$ cat src/rtl/serial_pkg.sv
// Shared definitions for the bit-serial arithmetic blocks: FSM encoding and
// the width of a counter that must reach the operand width without wrapping.
package serial_pkg;

  typedef enum logic [1:0] {
    IDLE  = 2'b00,
    SHIFT = 2'b01,
    DONE  = 2'b10
  } state_t;

  function automatic int cnt_width(input int w);
    return $clog2(w + 1);
  endfunction

endpackage

$ cat src/rtl/serial_shiftreg.sv
// Parallel-load, right-shifting register with serial input at the MSB and
// serial output from the LSB.
module serial_shiftreg #(
  parameter int WIDTH = 8
) (
  input  logic             i_clk,
  input  logic             i_rst,
  input  logic             i_load,
  input  logic [WIDTH-1:0] i_din,
  input  logic             i_shift,
  input  logic             i_sin,
  output logic             o_sout,
  output logic [WIDTH-1:0] o_q
);

  logic [WIDTH-1:0] r_q;

  always_ff @(posedge i_clk or posedge i_rst) begin
    if (i_rst) begin
      r_q <= '0;
    end else if (i_load) begin
      r_q <= i_din;
    end else if (i_shift) begin
      r_q <= {i_sin, r_q[WIDTH-1:1]};
    end
  end

  assign o_sout = r_q[0];
  assign o_q    = r_q;

endmodule

$ cat src/rtl/serial_addsub.sv
// Bit-serial add/subtract: one full adder processes one bit per cycle, LSB
// first, with the sum bits shifted back into the A register.
module serial_addsub
  import serial_pkg::*;
#(
  parameter int WIDTH = 8
) (
  input  logic             i_clk,
  input  logic             i_rst,
  input  logic             i_start,
  input  logic             i_sub,
  input  logic [WIDTH-1:0] i_x,
  input  logic [WIDTH-1:0] i_y,
  output logic             o_busy,
  output logic             o_done,
  output logic [WIDTH-1:0] o_s,
  output logic             o_cout,
  output logic             o_ovf
);

  localparam int CW = cnt_width(WIDTH);
  localparam logic [CW-1:0] LAST = CW'(WIDTH - 1);

  state_t           r_state;
  logic             r_busy;
  logic             r_done;
  logic [WIDTH-1:0] r_s;
  logic             r_cout;
  logic             r_ovf;
  logic             r_carry;
  logic [CW-1:0]    r_cnt;

  logic             w_load;
  logic             w_shift;
  logic             w_a0;
  logic             w_b0;
  logic             w_sum;
  logic             w_cy;
  logic [WIDTH-1:0] w_a_q;
  logic [WIDTH-1:0] w_b_q;
  logic [WIDTH-1:0] w_b_din;

  assign w_load  = (r_state == IDLE) && i_start;
  assign w_shift = (r_state == SHIFT);
  // Subtraction is X + ~Y + 1; the +1 comes from seeding the carry with Sub.
  assign w_b_din = i_sub ? ~i_y : i_y;

  serial_shiftreg #(.WIDTH(WIDTH)) u_a (
    .i_clk   (i_clk),
    .i_rst   (i_rst),
    .i_load  (w_load),
    .i_din   (i_x),
    .i_shift (w_shift),
    .i_sin   (w_sum),
    .o_sout  (w_a0),
    .o_q     (w_a_q)
  );

  serial_shiftreg #(.WIDTH(WIDTH)) u_b (
    .i_clk   (i_clk),
    .i_rst   (i_rst),
    .i_load  (w_load),
    .i_din   (w_b_din),
    .i_shift (w_shift),
    .i_sin   (1'b0),
    .o_sout  (w_b0),
    .o_q     (w_b_q)
  );

  assign w_sum = w_a0 ^ w_b0 ^ r_carry;
  assign w_cy  = (w_a0 & w_b0) | (r_carry & (w_a0 ^ w_b0));

  always_ff @(posedge i_clk or posedge i_rst) begin
    if (i_rst) begin
      r_state <= IDLE;
      r_busy  <= 1'b0;
      r_done  <= 1'b0;
      r_s     <= '0;
      r_cout  <= 1'b0;
      r_ovf   <= 1'b0;
      r_carry <= 1'b0;
      r_cnt   <= '0;
    end else begin
      r_done <= 1'b0;
      case (r_state)
        IDLE: begin
          if (i_start) begin
            r_carry <= i_sub;
            r_cnt   <= '0;
            r_busy  <= 1'b1;
            r_state <= SHIFT;
          end
        end
        SHIFT: begin
          r_carry <= w_cy;
          r_cnt   <= r_cnt + 1'b1;
          // Final bit: r_carry is the carry into the MSB, w_cy the carry out.
          if (r_cnt == LAST) begin
            r_s     <= {w_sum, w_a_q[WIDTH-1:1]};
            r_cout  <= w_cy;
            r_ovf   <= r_carry ^ w_cy;
            r_busy  <= 1'b0;
            r_done  <= 1'b1;
            r_state <= DONE;
          end
        end
        DONE: begin
          r_state <= IDLE;
        end
        default: begin
          r_state <= IDLE;
        end
      endcase
    end
  end

  assign o_busy = r_busy;
  assign o_done = r_done;
  assign o_s    = r_s;
  assign o_cout = r_cout;
  assign o_ovf  = r_ovf;

endmodule

$ cat config.mk
export PLATFORM = sky130hd
export DESIGN_NAME = serial_addsub
export DESIGN_NICKNAME = d
export VERILOG_FILES = /design/src/rtl/serial_pkg.sv /design/src/rtl/serial_shiftreg.sv /design/src/rtl/serial_addsub.sv
export SDC_FILE = /design/constraint.sdc
export NUM_CORES = 1
export LEC_CHECK = 0
export BUFFER_PORTS_ARGS = -buffer_cell sky130_fd_sc_hd__buf_2
export CAP_MARGIN = 20
export CORE_MARGIN = 2
export CORE_UTILIZATION = 57
export DETAILED_ROUTE_END_ITERATION = 8
export PLACE_DENSITY = 0.85
export SETUP_SLACK_MARGIN = 0.2
export SYNTH_ARGS = -nofsm -noshare
export SYNTH_HDL_FRONTEND = slang
export SYNTH_SLANG_ARGS = --single-unit
$ cat constraint.sdc
create_clock -name i_clk -period 3 [get_ports i_clk]
set_clock_uncertainty 0.1 [all_clocks]
set_input_delay 0.15 -clock i_clk [delete_from_list [all_inputs] [get_ports i_clk]]
set_output_delay 0.15 -clock i_clk [all_outputs]
set_load 0.02 [all_outputs]
# ---- Word level (Yosys, flattened, before mapping)
# Cells that the tools add are included.
dict set report word_totals {
  word_cells 47
  out_inout_bits 12
  reg_bits 35
  input_bits 20
}
dict set report classes {
  bitwise 7
  n_mux 17
  eq_ne 4
  n_addsub 1
  reduce_logical 8
}
# operator n
set ops {}
lappend ops {{8-bit two-way mux} 5}
lappend ops {{8-bit inverter} 1}
lappend ops {{4-bit case mux with 2 select lines} 1}
lappend ops {{2-bit AND reduction} 3}
lappend ops {{1-bit two-way mux} 5}
lappend ops {{4-bit by 1-bit adder with 4-bit output (second input constant)} 1}
lappend ops {{4-bit by 3-bit == test with 1-bit output (second input constant)} 1}
lappend ops {{2-bit two-way mux} 2}
lappend ops {{4-bit two-way mux} 1}
lappend ops {{2-bit inequality test (second input constant)} 2}
lappend ops {{1-bit case mux with 2 select lines} 2}
lappend ops {{2-bit case mux with 2 select lines} 1}
lappend ops {{2-bit nonzero test} 2}
lappend ops {{3-bit AND reduction} 1}
lappend ops {{1-bit XOR} 3}
lappend ops {{1-bit AND} 2}
lappend ops {{2-bit by 1-bit == test with 1-bit output (second input constant)} 1}
lappend ops {{2-bit logical NOT} 1}
lappend ops {{1-bit logical AND} 1}
lappend ops {{1-bit OR} 1}

# ---- Logic depth before layout (Yosys ltp)
dict set report logic_depth {
  word_depth 4
  depth_mapped 5
  depth_no_buf 3
}

# ---- Modules after synthesis
# A second synthesis with hierarchy kept.
dict set report hier_totals {
  cells_unflattened 141
  area_unflattened_um2 1694.1
}
# mod cells_each area_per_inst_um2 n_inst seq_area_each_um2
set modules_own_cells {}
lappend modules_own_cells {serial_addsub 69 925.9 1 475.5}
lappend modules_own_cells {serial_shiftreg 36 384.1 2 200.2}

# ---- Least setup slack after synthesis
# Ideal clock, no wire load.
dict set report synth_path {
  path_type {flip-flop to flip-flop}
  start {register r_carry}
  end {register r_ovf, in the netlist o_ovf}
  setup_ns 0.125
  slack_ns 1.517
  path_buffers 0
  arrival_ns 1.258
  period_less_slack_ns 1.483
  stages_incl_launch_ff 4
  t_required_ns 2.775
  cell_sequence {dfrtp_1 > fa_1 > xor2_1 > mux2_4}
}
dict set report synth_via {
  elab_chain_cells 3
}
# element line_no
set synth_rtl {}
lappend synth_rtl {{start, declared} serial_addsub.sv:30} ;# logic r_carry;
lappend synth_rtl {{start signal, assigned} serial_addsub.sv:88} ;# r_carry <= i_sub;
lappend synth_rtl {{start signal, assigned} serial_addsub.sv:95} ;# r_carry <= w_cy;
lappend synth_rtl {{1-bit AND} serial_addsub.sv:71} ;# assign w_cy = (w_a0 & w_b0) | (r_carry & (w_a0 ^ w_b0));
lappend synth_rtl {{1-bit OR} serial_addsub.sv:71}
lappend synth_rtl {{net w_cy} serial_addsub.sv:38} ;# logic w_cy;
lappend synth_rtl {{1-bit XOR} serial_addsub.sv:101} ;# r_ovf <= r_carry ^ w_cy;
lappend synth_rtl {{end signal, assigned} serial_addsub.sv:101}
lappend synth_rtl {{end, declared} serial_addsub.sv:29} ;# logic r_ovf;
# The timed path passes the listed nets, and every way through them passes these cells.
# A chain may end at the register's enable or synchronous reset.

# ---- Worst setup path after layout
dict set report layout_path {
  start {register r_cnt[2]}
  end {register r_s[5], in the netlist o_s[5]}
}
dict set report layout_via {
  elab_chain_cells 2
}
# element line_no
set layout_rtl {}
lappend layout_rtl {{start, declared} serial_addsub.sv:31} ;# logic [CW-1:0] r_cnt;
lappend layout_rtl {{start signal, assigned} serial_addsub.sv:96} ;# r_cnt <= r_cnt + 1'b1;
lappend layout_rtl {{4-bit by 3-bit == test with 1-bit output} serial_addsub.sv:98} ;# if (r_cnt == LAST) begin
lappend layout_rtl {{2-bit AND reduction (no line)} --}
lappend layout_rtl {{end signal, assigned} serial_addsub.sv:99} ;# r_s <= {w_sum, w_a_q[WIDTH-1:1]};
lappend layout_rtl {{end, declared} serial_addsub.sv:27} ;# logic [WIDTH-1:0] r_s;
# Every way passes these cells.

==> metrics.csv <==
metric;value;unit
critPathMaxFanout;12;
die_w;56.99;um
ios;32;
vias;1209;
critical_path_class;reg2reg;
nNetsFinal;210;
end_kind;register;
clk_pin_slew;0.10;ns
portBuffers;31;
slowest_stage;dfrtp_1;
clkLatencyLatePin;0.33;ns
ctsResizeCount;0;
clock_sinks;35;
yosys.area.top_type_share;54.73;%
cts_setup_buffers;0;
routed_wl;3020;um
area_growth;22.13;%
max_freq;0.6270;GHz
viasPerCell;5.495;
tightest_slew;0.8458;ns
wl_met1;1279;um
grt.overflow.total;0;
crit_cells;3;
maxSlewHeadroom;43.50;%
synth_cell_type_count;35;
drive_gt1_share;29.10;%
r2r_cells;3;
yosys_warnings;0;
die_h;56.99;um
maxCapViolCount;0;
grt_usage;21.12;%
die-area;0.003247;mm^2
synth.avg_cell_area;11.19;um^2
hold_slack;0.02264;ns
rows;19;
netlist_instances;143;
cts_buffers;5;
antenna_cells;0;
fillCellCount;185;
dr_wl_met3;174;um
hold_viol;0;
finalSetupViolCount;0;
design_area;0.001954;mm^2
core_area;0.002710;mm^2
wire_per_inst;13.73;um
critical_path_required;3.12;ns
min_path_cells;4;
grt_start_max_net_pins;36;
crit_family;simple AND/OR/NAND/NOR gates;
clockRootBuffer;clkbuf_4;
path_cells;nor2b_1 -> and3_4 -> mux2_2;
synth_top_cell_by_area;dfrtp_1;
top_layer_used;met4;
clk_path_buf_depth;2;
slowest_delay;0.41;ns
hp-class;in2reg;
ys_seq_area_share;54.73;%
gp_congestion;0.7766;
start_util;59.05;%
fin_crit_sh;53.16;%
dp_hpwl;2022;um
totalPowerFinal;1.956;mW
peakVddDrop;0.7416;mV
cts_max_level;2;
cts_tree;built;
grt_pass1_vias;1121;
crit_arrival;1.72;ns
syn_nets;165;
cp-start-kind;register;
p_per_area;1001;mW/mm^2
antenna_found_initial;0;
grt_pass1_wl;5175;um
grt_setup_unrepaired;no;
status;finished, final reports clean;
drt-pass1-iter-count;4;
placed_area;0.001755;mm^2
synth.area.top_cells;dfrtp_1 55%, mux2_4 7.5%, nand2_1 7.5%, xor2_1 3.8%, a22oi_1 3.8%;
ant_nets;0;
post-route-min-period;1.595;ns
drt-initial-drc-count;38;
critPathBufInv;0;
p_leak;0.9683;nW
final-max-slew-violation-count;0;
wl_met2;1497;um
synth-seq-cells;35;
drc;0;
cts_hold_buf;13;
syn_area;0.001600;mm^2
tns;0;ns
final_util;72.11;%
per-layer routing:
layer / up-vias / GRT usage [%]
met5: - / 0
met3: 8 / 7.029
met2: 42 / 31.86
li1: 576 / -
met4: 0 / 10.63
met1: 583 / 27.54
cell type report:
type | instances | area, um^2 | share of cell area (%)
clock buffers | 8 | 68.82 | 3.521
inverters | 2 | 7.507 | 0.3841
multi-input cells | 98 | 663.1 | 33.93
repair buffers | 46 | 300.3 | 15.36
well taps | 31 | 38.79 | 1.985
flip-flops and latches | 35 | 875.8 | 44.81
Yosys cell counts:
| master | count |
|---|---|
| a31oi_1 | 6 |
| mux2i_1 | 1 |
| nor2_1 | 8 |
| and3_4 | 1 |
| buf_2 | 4 |
| a221o_1 | 1 |
| mux2_4 | 8 |
| inv_1 | 2 |
| nand2_1 | 32 |
| mux2_2 | 2 |
| or3b_1 | 1 |
| nor2b_2 | 1 |
| xnor2_1 | 2 |
| o21bai_1 | 1 |
| clkbuf_1 | 1 |
| nor3b_2 | 1 |
| nand2b_1 | 1 |
| nand3_1 | 2 |
| nor2b_1 | 1 |
| dfrtp_1 | 35 |
| or2_2 | 1 |
| o21ba_2 | 1 |
| a22oi_1 | 8 |
| o21ai_0 | 2 |
| fa_1 | 1 |
| nand4_1 | 1 |
| nor3_1 | 1 |
| o22ai_1 | 1 |
| buf_4 | 1 |
| xor2_1 | 7 |
| o21ai_1 | 2 |
| buf_6 | 2 |
| a21oi_1 | 2 |
| and3_1 | 1 |
| ha_1 | 1 |
cells in the final DEF (no fill, tap or decap), drive strengths merged, types with 4 or more instances in the layout:
| cell type | netlist | layout |
|---|---|---|
| nand2 | 32 | 32 |
| o21ai | 4 | 4 |
| a22oi | 8 | 8 |
| a31oi | 6 | 6 |
| nor2 | 8 | 8 |
| dlygate4sd3 | 0 | 13 |
| clkbuf | 1 | 8 |
| dfrtp | 35 | 35 |
| mux2 | 10 | 10 |
| xor2 | 7 | 7 |
| buf | 7 | 33 |
sequential cells by signal, indices dropped and copies added, names as in the netlist:
| signal | flops |
|---|---|
| r_state | 2 |
| u_b.o_q | 8 |
| r_carry | 1 |
| o_ovf | 1 |
| r_cnt | 4 |
| o_s | 8 |
| u_a.o_q | 8 |
| o_done | 1 |
| o_cout | 1 |
| o_busy | 1 |
logic make-up (layout without fill, tap and decap cells):
group | count (synthesis) | after routing | synth area share [%]
flip-flops | 35 | 35 | 54.73
AO/OA/AOI/OAI | 24 | 24 | 10.09
XOR/XNOR | 9 | 9 | 4.926
AND/OR/NAND/NOR | 52 | 52 | 14.86
adder cells (fa/ha/maj) | 2 | 2 | 2.033
buffers and inverters | 10 | 56 | 3.831
multiplexers | 11 | 11 | 9.539
final timing paths:
check                            from          to  slack, ns
max                          r_cnt[2]      o_s[5]       1.41
min                            i_y[5]  u_b.o_q[5]       0.02
max reg2reg                  r_cnt[2]      o_s[5]       1.41
min reg2reg                u_a.o_q[7]  u_a.o_q[7]       0.41
max in group asynchronous       i_rst  u_b.o_q[0]       2.15
min in group asynchronous       i_rst      o_s[0]       0.35
where the power goes:
part	internal [mW]	total [mW]	switching, mW
registers	0.692	0.842	0.150
logic	0.381	0.830	0.449
clock network	0.138	0.283	0.145
total	1.21	1.96	0.745
tightest hold or removal path: cells and delay by family:
kind	cells	cell delay (ns)
AO/OA/AOI/OAI	1	0.05
XOR/XNOR	1	0.05
buffers and inverters	1	0.08
AND/OR/NAND/NOR	1	0.08
metrics by stage:
stage          cells  setup slack (ns)
5_1_grt          220             1.279
4_1_cts          220             1.414
6_report         220             1.405
3_3_place_gp     199             1.480
3_5_place_dp     199             1.414
2_1_floorplan    143             1.517
Note: power is estimated with default switching activity, not from simulation.
